## config.mk

```make
export PLATFORM = sky130hd
export DESIGN_NAME = mult_sequencer
export DESIGN_NICKNAME = d
export VERILOG_FILES = /design/src/rtl/mult_pkg.sv /design/src/rtl/rise_detect.sv /design/src/rtl/mult_sequencer.sv
export SDC_FILE = /design/constraint.sdc
export NUM_CORES = 1
export LEC_CHECK = 0
export ABC_AREA = 1
export CAP_MARGIN = 20
export CORE_AREA = 4 4 41 43
export CTS_BUF_LIST = sky130_fd_sc_hd__clkbuf_16
export CTS_CLUSTER_DIAMETER = 60
export CTS_CLUSTER_SIZE = 40
export DETAILED_ROUTE_END_ITERATION = 7
export DIE_AREA = 0 0 45 47
export PLACE_DENSITY = 0.57
export SETUP_SLACK_MARGIN = 0.3
export SYNTH_ARGS = -nofsm -noshare
export SYNTH_HDL_FRONTEND = slang
export SYNTH_SLANG_ARGS = --single-unit
export TNS_END_PERCENT = 20
```

## constraint.sdc

```tcl
create_clock -name Clk -period 3.4 [get_ports Clk]
set_input_delay 0.68 -clock Clk [delete_from_list [all_inputs] [get_ports Clk]]
set_output_delay 0.68 -clock Clk [all_outputs]
set_load 0.02 [all_outputs]
```

## src/rtl/mult_pkg.sv

```systemverilog
// Shared definitions for the add/shift multiply sequencer.
package mult_pkg;

    // Default operand width, which is also the number of add/shift iterations.
    localparam int N_BITS_DEFAULT = 8;

    // Sequencer states.
    typedef enum logic [2:0] {
        IDLE,
        CLR,
        ADD,
        SHIFT,
        HOLD
    } state_t;

endpackage

```

## src/rtl/rise_detect.sv

```systemverilog
// Rising-edge detector for a synchronized button level.
module rise_detect (
    input  logic Clk,
    input  logic Reset,
    input  logic D,
    output logic Rise
);

    logic d_q;

    // Remember last cycle's level; it resets high so a level held across reset is not a rise.
    always_ff @(posedge Clk or posedge Reset) begin
        // NOTE: clocked state uses non-blocking assignments so every flop samples pre-edge values.
        if (Reset) begin
            d_q <= 1'b1;
        end else begin
            d_q <= D;
        end
    end

    assign Rise = D & ~d_q;

endmodule

```

## src/rtl/mult_sequencer.sv

```systemverilog
// Control sequencer for a signed add/shift multiplier (X:A:B datapath).
// Runs N_BITS add/shift iterations, subtracting on the final one.
module mult_sequencer
    import mult_pkg::*;
#(
    parameter int N_BITS       = N_BITS_DEFAULT,
    parameter bit CLEAR_ON_RUN = 1'b1
) (
    input  logic                      Clk,
    input  logic                      Reset,
    input  logic                      Run,
    input  logic                      ClearA_LoadB,
    input  logic                      M,
    output logic                      Clear_XA,
    output logic                      Load_B,
    output logic                      Load_A,
    output logic                      Sub,
    output logic                      Shift_En,
    output logic                      Busy,
    output logic                      Done,
    output logic [$clog2(N_BITS)-1:0] Step
);

    localparam int                 STEP_W    = $clog2(N_BITS);
    localparam logic [STEP_W-1:0]  LAST_STEP = STEP_W'(N_BITS - 1);

    state_t state;
    logic   run_rise;

    rise_detect u_run_rise (
        .Clk   (Clk),
        .Reset (Reset),
        .D     (Run),
        .Rise  (run_rise)
    );

    // State and iteration counter: one pass through ADD/SHIFT per multiplier bit.
    always_ff @(posedge Clk or posedge Reset) begin
        if (Reset) begin
            state <= IDLE;
            Step  <= '0;
        end else begin
            case (state)
                IDLE: begin
                    // The clear/load button wins over a run edge in the same cycle.
                    if (!ClearA_LoadB && run_rise) begin
                        Step  <= '0;
                        state <= CLEAR_ON_RUN ? CLR : ADD;
                    end
                end
                CLR: begin
                    state <= ADD;
                end
                ADD: begin
                    state <= SHIFT;
                end
                SHIFT: begin
                    if (Step == LAST_STEP) begin
                        state <= HOLD;
                    end else begin
                        Step  <= Step + 1'b1;
                        state <= ADD;
                    end
                end
                HOLD: begin
                    // Wait for the button to be released so a held Run cannot restart.
                    if (!Run) begin
                        state <= IDLE;
                    end
                end
                default: begin
                    state <= IDLE;
                end
            endcase
        end
    end

    // Decode datapath controls from state, Step, M and the buttons; all forced low in reset.
    always_comb begin
        // NOTE: every output gets a default first so no path leaves it unassigned (no latch).
        Clear_XA = 1'b0;
        Load_B   = 1'b0;
        Load_A   = 1'b0;
        Sub      = 1'b0;
        Shift_En = 1'b0;
        Busy     = 1'b0;
        Done     = 1'b0;
        if (!Reset) begin
            case (state)
                IDLE: begin
                    Clear_XA = ClearA_LoadB;
                    Load_B   = ClearA_LoadB;
                end
                CLR: begin
                    Clear_XA = 1'b1;
                    Busy     = 1'b1;
                end
                ADD: begin
                    // The sign bit of B carries negative weight, hence subtract on the last step.
                    Load_A = M;
                    Sub    = M && (Step == LAST_STEP);
                    Busy   = 1'b1;
                end
                SHIFT: begin
                    Shift_En = 1'b1;
                    Busy     = 1'b1;
                end
                HOLD: begin
                    Done = 1'b1;
                end
                default: begin
                end
            endcase
        end
    end

endmodule
```

## Yosys cells after proc, flatten, opt, wreduce, memory -nomap -nowiden

Cells that the tools add are included.

- Muxes and demuxes: 21
- Equality and inequality tests: 8
- Add/subtract/negate cells: 1
- Bitwise gates (word level): 2
- Reductions and logical operators: 8

Operators with widths:

| operator | number |
|---|---|
| 3-bit two-way mux | 5 |
| 3-bit one-hot mux with 5 select lines | 1 |
| 1-bit two-way mux | 13 |
| 3-bit by 2-bit == test with 1-bit output (second input constant) | 2 |
| 3-bit == test (second input constant) | 2 |
| 2-bit inequality test (second input constant) | 3 |
| 3-bit one-hot mux with 2 select lines | 1 |
| 3-bit by 1-bit adder with 3-bit output (second input constant) | 1 |
| 3-bit by 1-bit == test with 1-bit output (second input constant) | 1 |
| 3-bit logical NOT | 1 |
| 3-bit AND reduction | 1 |
| 3-bit OR reduction | 1 |
| 1-bit logical AND | 2 |
| 1-bit one-hot mux with 2 select lines | 1 |
| 2-bit AND reduction | 1 |
| 2-bit nonzero test | 1 |
| 1-bit AND | 1 |
| 1-bit logical NOT | 1 |
| 1-bit NOT | 1 |

- Bits in registers: 7
- Output and inout port bits: 10
- Word-level logic and storage cells: 43

## Depth between registers and ports, before layout

- Depth in word-level cells: 5
- Gate-level depth with buffers: 8

## Cells and area by module

Synthesis repeated with hierarchy kept, for this count alone.

- Cell total of the unflattened synthesis: 61
- Area, all modules: 431.7 um2

Modules (own cells, without submodules):

| module | seq. area each (um2) | area each (um2) | cells an instance | instances |
|---|---|---|---|---|
| mult_sequencer | 150.1 | 391.6 | 57 | 1 |
| rise_detect | 26.3 | 40.0 | 4 | 1 |

## Worst setup path after synthesis

Ideal clock, no wire load.

- Path type: in2out
- Start point: in Reset
- End point: out Sub
- Slack: 1.160 ns
- Buffers on the path: 1
- Stages on the path: 2
- Data arrival time: 1.560 ns
- Cell sequence: clkbuf_1 -> nor4_1

- Longest elaborated chain between the ends: 1

Ends and longest elaborated chain:

| element | line | text |
|---|---|---|
| start: declaration | mult_sequencer.sv:10 | `input logic Reset,` |
| 1-bit two-way mux | mult_sequencer.sv:88 | `if (!Reset) begin` |
| end: declaration | mult_sequencer.sv:17 | `output logic Sub,` |

No other way between the ends.

## Worst setup path after layout

Same ends and word-level chain as after synthesis.

==> summary by stage <==
Synth
When the netlist entered floorplanning its net count stood at 63. During synthesis, Yosys emitted a total of 0 warnings. Summing the sequential cell areas from Yosys gives 42.3% of the chip area. Yosys attributes the largest share of cell area to sky130_fd_sc_hd__dfrtp_1 36%, sky130_fd_sc_hd__nand2_1 9.0%, sky130_fd_sc_hd__nand3_1 8.4%. The synthesized design contains 7 register bits. In this run the cell area of the synthesized design comes to 417 µm². Of the post-synthesis cell area, the dominant cell type holds 36.0%. The netlist uses 16 different library cells. The average instance area after synthesis is 7.44 µm². The cell accounting for the most synthesized area is sky130_fd_sc_hd__dfrtp_1. In the synthesized netlist, the number of instances is 56.

Clock tree
The clock reaches the later pin of the worst-skew pair after 0.23 ns. The number of hold-repair buffers added at the cts stage is 0. The number of sinks handled by clock tree synthesis is 7. Clock-pin slew was measured on the worst setup and hold paths at 0.04 ns. No sink is reached through more buffers than the 2 on the longest clock path.

The number of buffers created by CTS is 3. The clock root buffer is sky130_fd_sc_hd__clkbuf_16. TritonCTS built the clock tree. The number of levels the H-tree was split into is 1.

Gates resized during post-CTS repair numbered 0. Post-CTS timing repair inserted 0 buffers for setup.

Setup path
The critical path is of the input pin to primary output type. The worst register-to-register path begins at Step[0]$_DFFE_PP0P_. For this run, the slowest stage of the critical path takes 0.64 ns. The slowest stage of the critical path is the sky130_fd_sc_hd__clkdlybuf4s50_1 cell. Walking the worst path, the cells encountered are clkdlybuf4s50_1 -> nor4_1 -> clkdlybuf4s50_1. The nature of the critical path endpoint is a primary output. The kind of start point of the critical path is an input pin. The largest fanout of any net on the critical path is 8. In this design, the critical path's most frequently occurring cell is sky130_fd_sc_hd__clkdlybuf4s50_1.

At the worst endpoint, the required time is 2.72 ns. The critical path starts at Reset. For the worst setup path, the data arrival time is 2.15 ns.

STA
Setup repair after global routing left no endpoint under its margin. The number of hold violations in the final report is 0. The worst pin sits at a relative slew slack of 80.3%. Summed over all failing endpoints, the final setup total negative slack is 0 ns.

The final-report max-slew violation count came to 0. Clock skew on the completed layout was measured at 0.000963 ns. The final critical path takes up 83.1% of the cycle.

The final-report setup violation count is 0. For the pin with the worst max-slew slack, the measured transition is 0.295 ns. On the final layout, the worst hold slack is 0.495 ns. The worst path meets setup with 0.574 ns of slack. The clock period minus worst slack is 2.83 ns.

The top achievable clock speed is 354 MHz.

Global routing
Global routing finished with a remaining overflow of 0. Global routing used 11.0% of the available tracks across all layers. Entering global routing, the biggest net connects 9 pins.

The first global-routing pass estimated 1.67 mm of wire. The initial antenna violation count is 0. The number of global-route vias before repair is 407.

Drt
The violation count after the first detailed-routing iteration is 2. The final route contains 410 vias. The number of detailed-route iterations in the first pass is 2. The number of remaining DRC errors is 0. The sum of routed wire length over all layers is 995 µm. The wire length per cell after detailed routing is 11.3 µm.

The count of antenna-violating nets left after detailed routing is 0. In the routed layout, each cell is associated on average with a via count of 4.66.

Finish
Measured on the finished design, the core utilization comes to 50.0%. The filler cells instantiated in the layout total 144. The area added between synthesis and finish is 56.2%. 0 antenna diodes ended up in the layout. The post-route netlist has 13.7% of its cells at a drive strength greater than 1. The number of nets in the final layout is 81.

Floorplanning
The standard cell core area is 1300 µm². The total I/O pin count is 15. The die extent in x is 45 µm. The floorplan die area is 2120 µm². The initial core utilization is 32.0%. The vertical extent of the die is 47 µm.

The initialized floorplan defines 13 standard-cell rows.

Place
The worst setup timing slack at the placement stage is 0.563 ns. Routability-driven placement finished with a final weighted congestion of 0.753. Detailed placement finished with a half-perimeter wire length of 775 µm. During placement, the flow inserted port buffers numbering 14.

Hold path
The min-delay analysis places its worst path in the category flip-flop to flip-flop. The hold path startpoint is Step[1]$_DFFE_PP0P_.

Status
The flow ran to the end, and the final reports show no timing, DRC or antenna violations.

Power and ir drop
For this design the static power due to leakage is 0.317 nW. The power per cell area is 876 nW/µm². The peak ir drop on the vdd network is 372 µV.

Run
The tool flagged a number of max-cap violations equal to 0.
-- path summary, 6_finish.rpt --
path / to / slack, ns / cells past startpoint
setup / recovery: Sub / 0.57 / 3
hold / removal: Step[1]$_DFFE_PP0P_ / 0.49 / 2
setup reg to reg: Step[0]$_DFFE_PP0P_ / 2.02 / 8
hold reg to reg: Step[1]$_DFFE_PP0P_ / 0.49 / 2
max in group asynchronous: u_run_rise.d_q$_DFF_PP1_ / 2.24 / 2
min in group asynchronous: Step[2]$_DFFE_PP0P_ / 0.89 / 2
-- cell usage after synthesis, drive strengths merged --
master / n
nor2: 8
nand3: 7
a21oi: 1
nor4: 2
and3: 1
clkbuf: 1
nand2: 14
o21ai: 1
nand3b: 1
dfstp: 1
ha: 2
inv: 9
nor3: 2
dfrtp: 6
-- placed cells by master (no fill, tap or decap) --
cell / instances
sky130_fd_sc_hd__a21oi_1: 1
sky130_fd_sc_hd__and3_2: 1
sky130_fd_sc_hd__clkbuf_16: 3
sky130_fd_sc_hd__clkdlybuf4s50_1: 14
sky130_fd_sc_hd__dfrtp_1: 6
sky130_fd_sc_hd__dfstp_2: 1
sky130_fd_sc_hd__ha_1: 2
sky130_fd_sc_hd__inv_1: 10
sky130_fd_sc_hd__nand2_1: 10
sky130_fd_sc_hd__nand2_2: 4
sky130_fd_sc_hd__nand3_1: 7
sky130_fd_sc_hd__nand3b_1: 1
sky130_fd_sc_hd__nor2_1: 7
sky130_fd_sc_hd__nor2_2: 1
sky130_fd_sc_hd__nor3_1: 2
sky130_fd_sc_hd__nor4_1: 2
sky130_fd_sc_hd__o21ai_0: 1
-- area by class of cell --
class                   instances  area (µm²)  share of cell area (%)
inverters                       9        33.8                    5.19
repair buffers                 14         140                    21.5
well taps                      15        18.8                    2.88
clock buffers                   3        75.1                    11.5
flip-flops and latches          7         176                    27.1
clock inverters                 1        3.75                   0.577
multi-input cells              39         203                    31.2
-- worst max-delay path, delay by kind of cell --
family	cells	cell delay, ns
buf+inv	2	1.17
simple gates	1	0.29
-- flip-flops by register name, summed over array words and instances (netlist names) --
signal / count
Step: 3
u_run_rise.d_q: 1
state: 3
-- stage by stage --
stage	std cells	instance area (µm²)	total power (W)
floorplan	56	417	0.000289
global placement	84	572	0.000372
detailed placement	84	572	0.000373
CTS	88	651	0.000573
global route	88	651	0.000607
finish	88	651	0.000570
-- metal layers --
metal / GRT usage, % / part of all wire, %
met5: 0 / 0
met4: 7.02 / 1.2
met3: 1.15 / 6.3
met2: 17.2 / 44
met1: 14.4 / 48
-- logic make-up (layout without fill, tap and decap cells) --
kind of cell,count (synthesis),in the layout,synth area share [%]
AND/OR/NAND/NOR,35,35,40.2
buffers and inverters,10,27,9.01
flip-flops,7,7,42.3
adder cells (fa/ha/maj),2,2,6.01
AO/OA/AOI/OAI,2,2,2.40
-- power by group --
group / switching, W / leakage [nW] / internal, W
registers: 0.0000287 / 0.0885 / 0.000109
logic: 0.000139 / 0.186 / 0.0000954
clock network: 0.0000450 / 0.0423 / 0.000153
(Power assumes the default switching activity.)
==> RTL change 1 (config.mk and constraints unchanged) <==
Change the package constant `N_BITS_DEFAULT` from 8 to 16.
--- a/src/rtl/mult_pkg.sv
+++ b/src/rtl/mult_pkg.sv
@@ -3,5 +3,5 @@
 
     // Default operand width, which is also the number of add/shift iterations.
-    localparam int N_BITS_DEFAULT = 8;
+    localparam int N_BITS_DEFAULT = 16;
 
     // Sequencer states.
Ports: changed (resized Step); port bits go from 15 to 16. No check against the original RTL was run, so the function may have changed too.
==> RTL change 1 against the unedited design <==
Final area grew 6.9%; area after synthesis increased by 8.4%; critical path type unchanged; sequential cell count up 1; via count grew 9.5%; worst hold slack improved by 0.036 ns; largest cell class unchanged; sequential power increased by 20%; global-route usage rose by 1.2 points; utilization increased by 3.5 points; wire length grew 4.3%; setup slack got worse by 0.023 ns; total power increased by 8.6%; count of clock-buffer cells in the layout stayed put.
==> RTL change 1: results (changes against the unedited design) <==
stage	metric	value	unit	change
critical_path	reg2reg_to	Step[2]		
final_layout	nonClkBufAreaFrac	0.216		+0.000443
global_route	gr-usage-met2	0.203		+0.0311
placed_design	place_congestion	0.739		-1.8%
global_route	met1_usage	0.139		-0.00431
power_and_ir_drop	peakVddDrop	0.491	mV	+32%
placed_design	placed_area	617	sq um	+7.9%
sta	relSlewSlack	0.791		-0.0125
synth	synth_nets	66		+4.8%
run_status	status	completed		
power_and_ir_drop	p_sw	0.000232	W	+9.1%
placed_design	place_inst	89		+6.0%
final_layout	drive_gt1_frac	0.115		-0.0216
final_layout	multi_input_gates	43		+10%
final_layout	num-nets-final	85		+4.9%
sta	clock_skew	0.00216	ns	+0.00120 ns
detailed_routing	wl_met1	478	um	-0.83%
detailed_routing	num_vias	449		+9.5%
final_layout	reg_top3	Step (4), state (3), u_run_rise.d_q (1)		
placed_design	portBuffers	15		+1
final_layout	multi_input_area_share	0.311		-0.000386
synth	synth_xor_area_frac	0.0194		+0.0194
synth	synth_commonest_cells	nand2_1, inv_1, dfrtp_1		
global_route	first_global_vias	433		+6.4%
final_layout	seq_area_frac	0.290		+0.0184
final_layout	fin_util	0.535		+0.0346
final_layout	clk_share	0.113		-0.00784
[RTL change 1: power groups by stage]
| stage | Sequential (W) | Combinational, W | Clock [W] |
|---|---|---|---|
| after floorplan | 0.000176 | 0.000149 | 0 |
| after global placement | 0.000164 | 0.000254 | 0 |
| after detailed placement | 0.000164 | 0.000254 | 0 |
| after CTS | 0.000164 | 0.000260 | 0.000205 |
| after global routing | 0.000171 | 0.000287 | 0.000213 |
| final | 0.000164 | 0.000255 | 0.000201 |
[RTL change 1: through the flow]
stage / setup WS (ns) / power, W / hold WS [ns]
after global routing: 0.418 / 0.000671 / 0.580
after global placement: 0.583 / 0.000418 / 0.518
after detailed placement: 0.549 / 0.000419 / 0.526
final: 0.550 / 0.000619 / 0.531
after CTS: 0.542 / 0.000630 / 0.536
after floorplan: 1.15 / 0.000325 / 0.496
[RTL change 1: cells by family after synthesis]
kind of cell	after synthesis
and+or+nand+nor	39
adders and majority gates	1
buffers and inverters	9
DFF	8
AOI/OAI and AO/OA	2
xor gates and xnor gates	1
==> RTL change 2 (same settings) <==
Without the edit above. Reset style: synchronous (`Reset`), changed in 2 clocked blocks.
--- a/src/rtl/rise_detect.sv
+++ b/src/rtl/rise_detect.sv
@@ -10,5 +10,5 @@
 
     // Remember last cycle's level; it resets high so a level held across reset is not a rise.
-    always_ff @(posedge Clk or posedge Reset) begin
+    always_ff @(posedge Clk) begin
         // NOTE: clocked state uses non-blocking assignments so every flop samples pre-edge values.
         if (Reset) begin
--- a/src/rtl/mult_sequencer.sv
+++ b/src/rtl/mult_sequencer.sv
@@ -36,5 +36,5 @@
 
     // State and iteration counter: one pass through ADD/SHIFT per multiplier bit.
-    always_ff @(posedge Clk or posedge Reset) begin
+    always_ff @(posedge Clk) begin
         if (Reset) begin
             state <= IDLE;
Behaviour: differs if Reset is asserted again (counterexample within 10 cycles, from zero or initial values and one cycle with Reset high); with Reset held inactive, the same outputs for 10 cycles.
==> RTL change 2 against the unedited design <==
Global-route usage grew 0.50 points; sequential share of layout area shrank 5.8 points; wire length shrank 0.30%; largest power group is now the clock network; count of clock-buffer cells in the layout is the same; critical path type unchanged; clock skew is essentially flat; area after synthesis grew 1.8%; total power shrank 25%; die area is the same; setup slack lost 0.14 ns; final area grew 1.2%; sequential cell count is the same.
==> RTL change 2: results (changes against the unedited design) <==
stage	metric	value	unit	change
run_status	status	completed		
critical_path	rr_startpoint	Step[0]		
synth	synth_area_per_cell	6.95	sq um	-6.5%
global_route	first_global_vias	406		-0.25%
final_layout	reg_top3	Step (3), state (3), u_run_rise.d_q (1)		
critical_path	reg2reg_to	Step[1]		
sta	timing.fmax	337	MHz	-4.7%
detailed_routing	vias_per_cell	4.67		+0.16%
global_route	grt_max_degree	14		+5
hold_path	worstHoldStart	Step[1]		
clock_tree	numCtsBuffers	3		unchanged
critical_path	cp-startpoint	Reset		
clock_tree	cts_resized	0		unchanged
synth	async_flop_share	0		-1.00
synth	synth_commonest_cells	nand2_1, nor2_1, dfxtp_1, nand3_1		
placed_design	place_inst	89		+6.0%
sta	tightestPinTransition	0.422	ns	+0.127 ns
clock_tree	clkLatencyLatePin	0.23	ns	about the same
detailed_routing	wl_per_cell	10.7	um	-5.7%
detailed_routing	drt_iter0_drc	6		+4
placed_design	place_hpwl	739	um	-4.6%
placed_design	dp_slack	0.427	ns	-0.136 ns
critical_path	arrival	2.29	ns	+0.14 ns
synth	synth_cell_types	17		+1
placed_design	place_congestion	0.761		+1.2%
synth	ys_warn_count	0		unchanged
power_and_ir_drop	p_int	0.000302	W	-15%
synth	seq_area_frac_synth	0.330		-0.0930
power_and_ir_drop	peakVddDrop	0.313	mV	-16%
global_route	grt_usage	0.115		+0.00502
detailed_routing	firstDrtPassIters	4		+2
clock_tree	clk_path_buf_depth	2		unchanged
global_route	antenna_found_initial	0		unchanged
power_and_ir_drop	p_leak	0.278	nW	-12%
clock_tree	htreeDepth	1		unchanged
synth	netlist_top_cells_area	dfxtp_1, nand2_1, nand3_1		
power_and_ir_drop	combinationalPowerShare	0.295		-0.117
global_route	grt_pass1_wl	1680	um	+0.42%
hold_path	hold_class	reg2reg		
clock_tree	cts_setup_buffers	0		unchanged
final_layout	drive_gt1_frac	0.179		+0.0425
critical_path	critPathCapture	Sub		
power_and_ir_drop	pg_comb	0.000126	W	-46%
detailed_routing	num_vias	434		+5.9%
critical_path	path_max_fanout	13		+5
power_and_ir_drop	clkPwrFrac	0.452		+0.105
sta	clock_skew	0.000534	ns	-0.000429 ns
final_layout	fill_cells	139		-3.5%
critical_path	rr_worst_depth	8		unchanged
synth	synth_ff_type	dfxtp_1		
synth	synth_nets	68		+7.9%
critical_path	r2r_slack	2.10	ns	+0.08 ns
final_layout	n_antenna_cell	0		unchanged
final_layout	num-nets-final	86		+6.2%
clock_tree	clk_transition_reported_paths	0.03	ns	
placed_design	portBuffers	14		unchanged
clock_tree	cts_root_buf	clkbuf_16		
synth	synth_edf_count	0		unchanged
[RTL change 2: critical path, cell delays in order]
cell and delay, ns:
clkdlybuf4s50_1 0.62, nor4_1 0.34, clkdlybuf4s50_1 0.64
[RTL change 2: logic make-up after synthesis]
group / synth area share
and+or+nand+nor: 0.481
buffers and inverters: 0.0708
DFF: 0.330
AOI/OAI and AO/OA: 0.0590
adders and majority gates: 0.0590
[RTL change 2: area by class of cell]
| class | count | area [sq um] | share of cell area |
|---|---|---|---|
| multi-input cells | 46 | 254 | 0.386 |
| flip-flops and latches | 7 | 140 | 0.213 |
| repair buffers | 14 | 140 | 0.213 |
| clock buffers | 3 | 75.1 | 0.114 |
| inverters | 7 | 26.3 | 0.0399 |
| well taps | 15 | 18.8 | 0.0285 |
| clock inverters | 1 | 3.75 | 0.00570 |
[RTL change 2: layer usage]
metal / GRT usage / vias to the layer above / wire, um
met2: 0.155 / 19 / 384
met4: 0.0877 / 0 / 19
met3: 0.0383 / 2 / 91
met5: 0 / - / 0
met1: 0.148 / 181 / 497
li1: - / 232 / -
[RTL change 2: metrics by stage]
| step | area [sq um] | hold WS, ns |
|---|---|---|
| finish | 658 | 0.523 |
| global route | 658 | 0.555 |
| CTS | 658 | 0.522 |
| detailed placement | 579 | 0.516 |
| global placement | 579 | 0.515 |
| floorplan | 424 | 0.543 |
[RTL change 2: worst min path at each step]
stage | endpoint | slack, ns | cells after the start
finish | Step[1] | 0.52 | 2
global route | Step[1] | 0.55 | 2
CTS | Step[1] | 0.52 | 2
detailed placement | Step[1] | 0.52 | 2
global placement | Step[1] | 0.51 | 2
floorplan | state[2] | 0.54 | 2
